`src/rtl/imem_loader_pkg.sv`:
```
// Shared types and widths for the boot-time instruction memory loader.
package imem_loader_pkg;

   localparam int unsigned COUNT_W = 32;
   localparam int unsigned CSUM_W  = 8;

   typedef enum logic [2:0] {
      ST_LEN   = 3'd0,
      ST_DATA  = 3'd1,
      ST_CHECK = 3'd2,
      ST_DONE  = 3'd3,
      ST_ERROR = 3'd4
   } state_t;

endpackage

```
`src/rtl/imem_loader_reg_en.sv`:
```
// Generic register with load enable and asynchronous active-high reset.
module reg_en #(
   parameter int unsigned W = 32
) (
   input  logic         clk,
   input  logic         rst,
   input  logic         en,
   input  logic [W-1:0] d,
   output logic [W-1:0] q
);

   always_ff @(posedge clk or posedge rst) begin
      if (rst)     q <= '0;
      else if (en) q <= d;
   end

endmodule

```
`src/rtl/imem_loader_word_assembler.sv`:
```
// Packs a little-endian byte stream into 32-bit words; word/word_valid
// already include the byte being accepted this cycle.
module word_assembler
   import imem_loader_pkg::*;
(
   input  logic               clk,
   input  logic               rst,
   input  logic               clr,
   input  logic               byte_en,
   input  logic [7:0]         byte_in,
   output logic [COUNT_W-1:0] word,
   output logic               word_valid
);

   logic [1:0]         byte_cnt;
   logic [COUNT_W-1:0] shift_q;

   // Shifting in from the top lands byte k at bits [8k+7:8k] after four bytes.
   always_comb begin
      word       = {byte_in, shift_q[COUNT_W-1:8]};
      word_valid = byte_en && (byte_cnt == 2'd3);
   end

   always_ff @(posedge clk or posedge rst) begin
      if (rst) begin
         byte_cnt <= '0;
         shift_q  <= '0;
      end else if (clr) begin
         byte_cnt <= '0;
         shift_q  <= '0;
      end else if (byte_en) begin
         byte_cnt <= byte_cnt + 2'd1;
         shift_q  <= word;
      end
   end

endmodule

```
`src/rtl/imem_loader.sv`:
```
// Boot loader: receives a framed byte stream, writes instruction memory,
// verifies an XOR checksum and releases the core only on a clean load.
module imem_loader
   import imem_loader_pkg::*;
#(
   parameter int unsigned DEPTH_WORDS = 256
) (
   input  logic        clk,
   input  logic        rst,
   input  logic        rx_valid,
   input  logic [7:0]  rx_data,
   output logic        rx_ready,
   input  logic        load_req,
   output logic        imem_we,
   output logic [31:0] imem_waddr,
   output logic [31:0] imem_wdata,
   output logic        cpu_rst,
   output logic        cpu_en,
   output logic        done,
   output logic        error
);

   state_t             state;
   logic [COUNT_W-1:0] count_q;
   logic [COUNT_W-1:0] word_idx;
   logic [CSUM_W-1:0]  csum;
   logic [COUNT_W-1:0] asm_word;
   logic               word_valid;
   logic               xfer;
   logic               load_clr;
   logic               asm_en;
   logic               count_en;
   logic [COUNT_W-1:0] count_d;

   always_comb begin
      xfer     = rx_valid && rx_ready;
      load_clr = load_req && ((state == ST_DONE) || (state == ST_ERROR));
      asm_en   = xfer && ((state == ST_LEN) || (state == ST_DATA));
      count_en = load_clr || ((state == ST_LEN) && word_valid);
      count_d  = load_clr ? '0 : asm_word;
   end

   word_assembler u_asm (
      .clk        (clk),
      .rst        (rst),
      .clr        (load_clr),
      .byte_en    (asm_en),
      .byte_in    (rx_data),
      .word       (asm_word),
      .word_valid (word_valid)
   );

   reg_en #(.W(COUNT_W)) u_count (
      .clk (clk),
      .rst (rst),
      .en  (count_en),
      .d   (count_d),
      .q   (count_q)
   );

   always_ff @(posedge clk or posedge rst) begin
      if (rst) begin
         state      <= ST_LEN;
         rx_ready   <= 1'b1;
         imem_we    <= 1'b0;
         imem_waddr <= '0;
         imem_wdata <= '0;
         cpu_rst    <= 1'b1;
         cpu_en     <= 1'b0;
         done       <= 1'b0;
         error      <= 1'b0;
         word_idx   <= '0;
         csum       <= '0;
      end else begin
         imem_we <= 1'b0;
         unique case (state)
            ST_LEN: begin
               if (xfer) begin
                  csum <= csum ^ rx_data;
                  if (word_valid) begin
                     if (asm_word > COUNT_W'(DEPTH_WORDS)) begin
                        state    <= ST_ERROR;
                        rx_ready <= 1'b0;
                        error    <= 1'b1;
                     end else if (asm_word == '0) begin
                        state <= ST_CHECK;
                     end else begin
                        state <= ST_DATA;
                     end
                  end
               end
            end
            ST_DATA: begin
               if (xfer) begin
                  csum <= csum ^ rx_data;
                  if (word_valid) begin
                     imem_we    <= 1'b1;
                     imem_waddr <= {word_idx[COUNT_W-3:0], 2'b00};
                     imem_wdata <= asm_word;
                     word_idx   <= word_idx + COUNT_W'(1);
                     if (word_idx + COUNT_W'(1) == count_q) state <= ST_CHECK;
                  end
               end
            end
            ST_CHECK: begin
               if (xfer) begin
                  rx_ready <= 1'b0;
                  if (rx_data == csum) begin
                     state   <= ST_DONE;
                     done    <= 1'b1;
                     cpu_rst <= 1'b0;
                     cpu_en  <= 1'b1;
                  end else begin
                     state <= ST_ERROR;
                     error <= 1'b1;
                  end
               end
            end
            ST_DONE, ST_ERROR: begin
               if (load_req) begin
                  state    <= ST_LEN;
                  rx_ready <= 1'b1;
                  cpu_rst  <= 1'b1;
                  cpu_en   <= 1'b0;
                  done     <= 1'b0;
                  error    <= 1'b0;
                  word_idx <= '0;
                  csum     <= '0;
               end
            end
            default: begin
               state    <= ST_ERROR;
               rx_ready <= 1'b0;
               cpu_rst  <= 1'b1;
               cpu_en   <= 1'b0;
               done     <= 1'b0;
               error    <= 1'b1;
            end
         endcase
      end
   end

endmodule

```
`config.mk`:
```
export PLATFORM = sky130hd
export DESIGN_NAME = imem_loader
export DESIGN_NICKNAME = d
export VERILOG_FILES = /design/src/rtl/imem_loader_pkg.sv /design/src/rtl/imem_loader_reg_en.sv /design/src/rtl/imem_loader_word_assembler.sv /design/src/rtl/imem_loader.sv
export SDC_FILE = /design/constraint.sdc
export NUM_CORES = 1
export LEC_CHECK = 0
export CAP_MARGIN = 20
export CORE_UTILIZATION = 50
export DETAILED_ROUTE_END_ITERATION = 7
export PLACE_DENSITY_LB_ADDON = 0.2
export SLEW_MARGIN = 20
export SYNTH_ARGS = -nofsm -noshare
export SYNTH_HDL_FRONTEND = slang
export SYNTH_SLANG_ARGS = --single-unit
```
`constraint.sdc`:
```
create_clock -name clk -period 15.8 [get_ports clk]
set_input_delay 3.95 -clock clk [delete_from_list [all_inputs] [get_ports clk]]
set_output_delay 3.95 -clock clk [all_outputs]
set_load 0.03 [all_outputs]
```
### Word-level counts from Yosys, hierarchy flattened

Index checks and enable logic that the tools add are counted.

* word-level logic and storage cells: 104
* input bits: 12
* flip-flop bits (word level): 176
* output and inout bits: 70

* $lt $le $gt $ge: 1
* add/sub/neg operators: 2
* mux-type cells: 45
* reductions and logical operators: 22
* bitwise operators: 3
* equality and inequality tests: 18

Operator list (number)
* $mux W32: 6
* $pmux W32 S2: 1
* $add A32 B1 Y32 const B: 1
* $eq A32 B32 Y1: 1
* $gt A32 B9 Y1 const B: 1
* $logic_not A32 Y1: 1
* $mux W3: 9
* $mux W1: 18
* $mux W8: 2
* $ne A2 B2 Y1 const B: 8
* $pmux W8 S2: 1
* $reduce_and A7 Y1: 2
* $pmux W3 S4: 1
* $eq A8 B8 Y1: 1
* $pmux W1 S4: 2
* $reduce_and A4 Y1: 2
* $xor A8 B8 Y8: 1
* $eq A3 B2 Y1 const B: 2
* $mux W2: 3
* $ne A2 B1 Y1 const B: 3
* $pmux W1 S3: 2
* $reduce_and A3 Y1: 2
* $reduce_and A6 Y1: 1
* $reduce_bool A2 Y1: 3
* 9 further kinds: 17

### Longest topological paths before layout

* depth in word-level cells: 7
* mapped depth: 10
* depth with buffers taken out: 9

### Hierarchy

From an unflattened synthesis, not the netlist that was laid out.

* cells, all modules: 946
* area total of the unflattened synthesis: 8842.2 µm²

By module, submodules not included
* imem_loader: area each 6334.8 µm², times used 1, cells each 782, seq. area each 2755.1 µm²
* reg_en: area each 1348.8 µm², times used 1, cells each 69, seq. area each 800.8 µm²
* word_assembler: area each 1158.6 µm², times used 1, cells each 95, seq. area each 650.6 µm²

### Worst setup path before layout

No wires, ideal clock.

* kind: input to register
* start: input port rx_valid
* end: register state[0]
* stages on the path: 8
* path slack: 9928 ps
* data required time: 15672 ps
* setup time: 128 ps
* data arrival time: 5744 ps
* path buffers: 0
* path through: nand2_1 nor3_1 nand4_1 a2111oi_0 nand4_1 or4_1 o21ai_2 mux2_1

* word-level cells in the longest chain between the ends: 5
* elaborated cells on any way between the ends: 9
* classes of those cells: eq/ne: 5; reduce/logical: 4

Ends and longest elaborated chain
* start, declared: line imem_loader.sv:10 `input logic rx_valid,`
* $logic_and A1 B1 Y1 *: line imem_loader.sv:36 `xfer = rx_valid && rx_ready;`
* $logic_and A1 B1 Y1: line imem_loader.sv:38 `asm_en = xfer && ((state == ST_LEN) || (state == ST_DATA));`
* $logic_and A1 B1 Y1: line imem_loader_word_assembler.sv:21 `word_valid = byte_en && (byte_cnt == 2'd3);`
* $ne A2 B2 Y1 (no source line)
* $reduce_and A7 Y1 (no source line) *
* end signal, assigned: line imem_loader.sv:63 `state <= ST_LEN;`
* end signal, assigned: line imem_loader.sv:82 `state <= ST_ERROR;`
* end signal, assigned: line imem_loader.sv:86 `state <= ST_CHECK;`
* end, declared: line imem_loader.sv:23 `state_t state;`

Every way passes the cells marked *; elsewhere a longest branch is shown, timed or not.
A chain may end at the register's enable or synchronous reset.

### Worst setup path in the final report

Ends and elaborated chain as after synthesis.

==> results.md <==
- Delay-heaviest family, CP: simple AND/OR/NAND/NOR gates
- Crit Path Category: primary input to flop
- Multi-input gate area: 3820 um2
- Maximum VDD drop: 0.0806 mV
- Synthesized area per cell: 8.49 um2
- WP data required: 16.11 ns
- Fmax: 153 MHz
- DRT antenna net count: 0
- Gpl congestion: 0.845
- Setup_tns: 0 ns
- Critical Path Fanout Max: 30
- Layout filler cell count: 1434
- Synth cell types: 63
- Final Cycle Share: 0.414
- Initial drt markers: 513
- Critical Path Start Type: primary input
- Async SR Flop Fraction: 1.00
- Post-cts resize count: 0
- Die width: 131 um
- Max-Cap Viols: 0
- Post-synthesis xor/xnor area fraction: 0.0526
- CTS tree: yes
- Setup Viol. Count Final: 0
- Largest net degree at the start of global routing: 78
- H-tree lvl count: 4
- Ports: 82
- Final hold vios: 0
- RSZ-0062 raised after global routing: no
- Drt drc: 0
- Diodes inserted: 0
- DPL Wire Length: 13100 um
- Worst path max stage delay: 0.54 ns
- Num CTS Buffers: 17
- Status: finished clean
- Reg clk slew, reported paths: 0.06 ns
- Via/cell ratio: 5.67
- Crit-path most repeated cell: nand4_1
- Share of cells above drive strength 1: 0.0545
- Most frequently used flop master after synthesis: dfrtp_1
- Rows: 46
- First-pass GRT wire length: 33300 um
- Initial antenna violation count: 0
- Initial core utilization: 0.518
- Slew Limit Fails: 0
- Die Ht: 131 um
- Sequential element share of the synthesized area: 0.506
- Max Buffers Root-to-Sink: 2
- Static leakage: 4.30 nW
- Synth Warn #: 0
- Post-Synth Simple-Gate Area: 0.257
- Clock Sinks: 168
- Main combinational cell family by area after synthesis: simple AND/OR/NAND/NOR gates
- Finished Cell Area: 9720 um2
- Slew @ Worst Pin: 0.897 ns
- Vias in the first global route: 6505
- Clock skew: 0.00570 ns
- Grt ovf: 0
- Worst EP arrival: 6.85 ns
- P&R area growth vs syn: 16.9%
- Core area: 16100 um2
- Min-delay worst type: flop to flop
- Slowest CP cell: or4_1
- Finished Core Util: 0.605
- DR WL/cell: 16.1 um
- Pwr Density: 115 nW/um2
- Mapped Area: 8320 um2
- Die area: 17200 um2
- Worst Path Buf+Inv: 2
- Final net count: 1028
- Register area: 4210 um2
- Port buffer count: 79
- Adder-Cell Fraction of Synth Area: 0.00301
- Hold Buf Count CTS: 0
- Routed wire length: 20100 um
- Setup crit end kind: flop
- GRT Total Usage: 0.251
- Router iterations before antenna repair: 5
- Postcts setup bufs: 0
- Total power: 1.12 mW
- Critical path, cell by cell: clkdlybuf4s50_1, nand2_1, nor3_2, buf_4, nand4_1, a2111oi_0, nand4_1, or4_1, o21ai_2, mux2_1
- Syn Inst Count: 980
- Minimum clock period: 6.54 ns
- Insertion delay to the later sink of the worst-skew pair: 0.43 ns
- Number of enable flip-flop cells after synthesis: 0
- Root buffer selected by CTS: clkbuf_16
- Compound-gate portion of the synthesized area: 0.133
- Post-synthesis mux area share: 0.00887
- Rel. slew slack: 0.402
- Vias post-DR: 7044
- DP Area: 9180 um2
- FF+latch count, synth: 168
==> layer usage <==
layer / track usage / vias to the layer above / share of wire
li1: - / 3397 / -
met1: 0.363 / 3383 / 0.47
met2: 0.379 / 230 / 0.46
met3: 0.0448 / 34 / 0.047
met4: 0.0892 / 0 / 0.019
met5: 0 / - / 0
==> power by group <==
group / total (mW) / leakage [nW] / switching (mW) / internal, mW
Clock: 0.384 / 0.259 / 0.170 / 0.213
Sequential: 0.540 / 2.32 / 0.0639 / 0.476
Combinational: 0.194 / 1.72 / 0.121 / 0.0736
Total: 1.12 / 4.30 / 0.355 / 0.763
==> cell families after synthesis <==
kind of cell,after synthesis
mux,7
simple gates,483
other cells,1
flops,168
xor+xnor,50
buf+inv,80
fa+ha+maj,2
compound gates,189
==> registers in the layout, summed over array words and instances (netlist names) <==
| register | cells |
|---|---|
| cpu_rst | 1 |
| csum | 8 |
| done | 1 |
| error | 1 |
| imem_waddr | 30 |
| imem_wdata | 32 |
| imem_we | 1 |
| rx_ready | 1 |
| state | 3 |
| u_asm.byte_cnt | 2 |
| u_asm.shift_q | 24 |
| u_count.q | 32 |
| word_idx | 32 |
==> Yosys cell counts (4+ instances only) <==
cell type | count | area, um2
xor2_1 | 7 | 61.3
and2_1 | 7 | 43.8
and3_1 | 9 | 56.3
a31oi_1 | 6 | 37.5
nand3_1 | 15 | 75.1
a22o_1 | 9 | 78.8
nor3_1 | 15 | 75.1
o21ai_0 | 69 | 345
a21oi_1 | 64 | 320
mux2i_1 | 4 | 40.0
inv_1 | 8 | 30.0
buf_2 | 8 | 40.0
nand4_1 | 21 | 131
dfrtp_1 | 166 | 4150
xnor2_1 | 43 | 377
nand2b_1 | 5 | 31.3
nor4_1 | 14 | 87.6
or3_1 | 8 | 50.1
clkbuf_1 | 56 | 210
nor2_1 | 49 | 184
nand2_1 | 315 | 1180
o22ai_1 | 4 | 25.0
o31ai_1 | 17 | 128
buf_4 | 5 | 37.5
==> layout make-up <==
type | instances | area share
Clock buffer | 22 | 0.0488
Timing Repair Buffer | 86 | 0.0867
Sequential cell | 168 | 0.433
Clock inverter | 10 | 0.00734
Inverter | 8 | 0.00360
Tap cell | 216 | 0.0278
Multi-Input combinational cell | 733 | 0.393
==> stage by stage <==
step           hold slack, ns  worst slack (ns)  std cells
6_report                0.469              9.26       1243
2_1_floorplan           0.469              7.31        981
3_5_place_dp            0.463              8.86       1211
4_1_cts                 0.477              9.32       1243
3_3_place_gp            0.459              9.06       1211
5_1_grt                 0.482              9.10       1243
==> worst paths after layout <==
kind / startpoint / end / slack [ns] / cells after the start
worst min register to register: cpu_rst / cpu_rst / 0.47 / 2
worst max register to register: word_idx[0] / state[0] / 11.92 / 9
max in group asynchronous: rst / imem_wdata[5] / 10.72 / 3
worst min-delay path: cpu_rst / cpu_rst / 0.47 / 2
min in group asynchronous: rst / word_idx[24] / 3.94 / 2
worst max-delay path: rx_valid / state[0] / 9.26 / 10
==> worst register-to-register path: stages, from the launching register on <==
cell	delay (ns)
dfrtp_1	0.61
ha_1	0.52
nand3_1	0.24
or3_1	0.46
nor2_1	0.23
xnor2_1	0.10
or4_1	0.56
or4_1	0.52
o21ai_2	0.20
mux2_1	0.34
==> cells in the final DEF (no fill, tap or decap), types with 9 or more instances in the layout <==
master,instances
clkbuf_16,17
dfrtp_1,166
and3_1,9
a21oi_1,64
xnor2_1,43
nor3_1,14
clkdlybuf4s50_1,79
nand3_1,14
o31ai_1,17
o21ai_0,69
nand4_1,21
nor2_1,48
a22o_1,9
nand2_1,315
nor4_1,14
(Power assumes the default switching activity.)
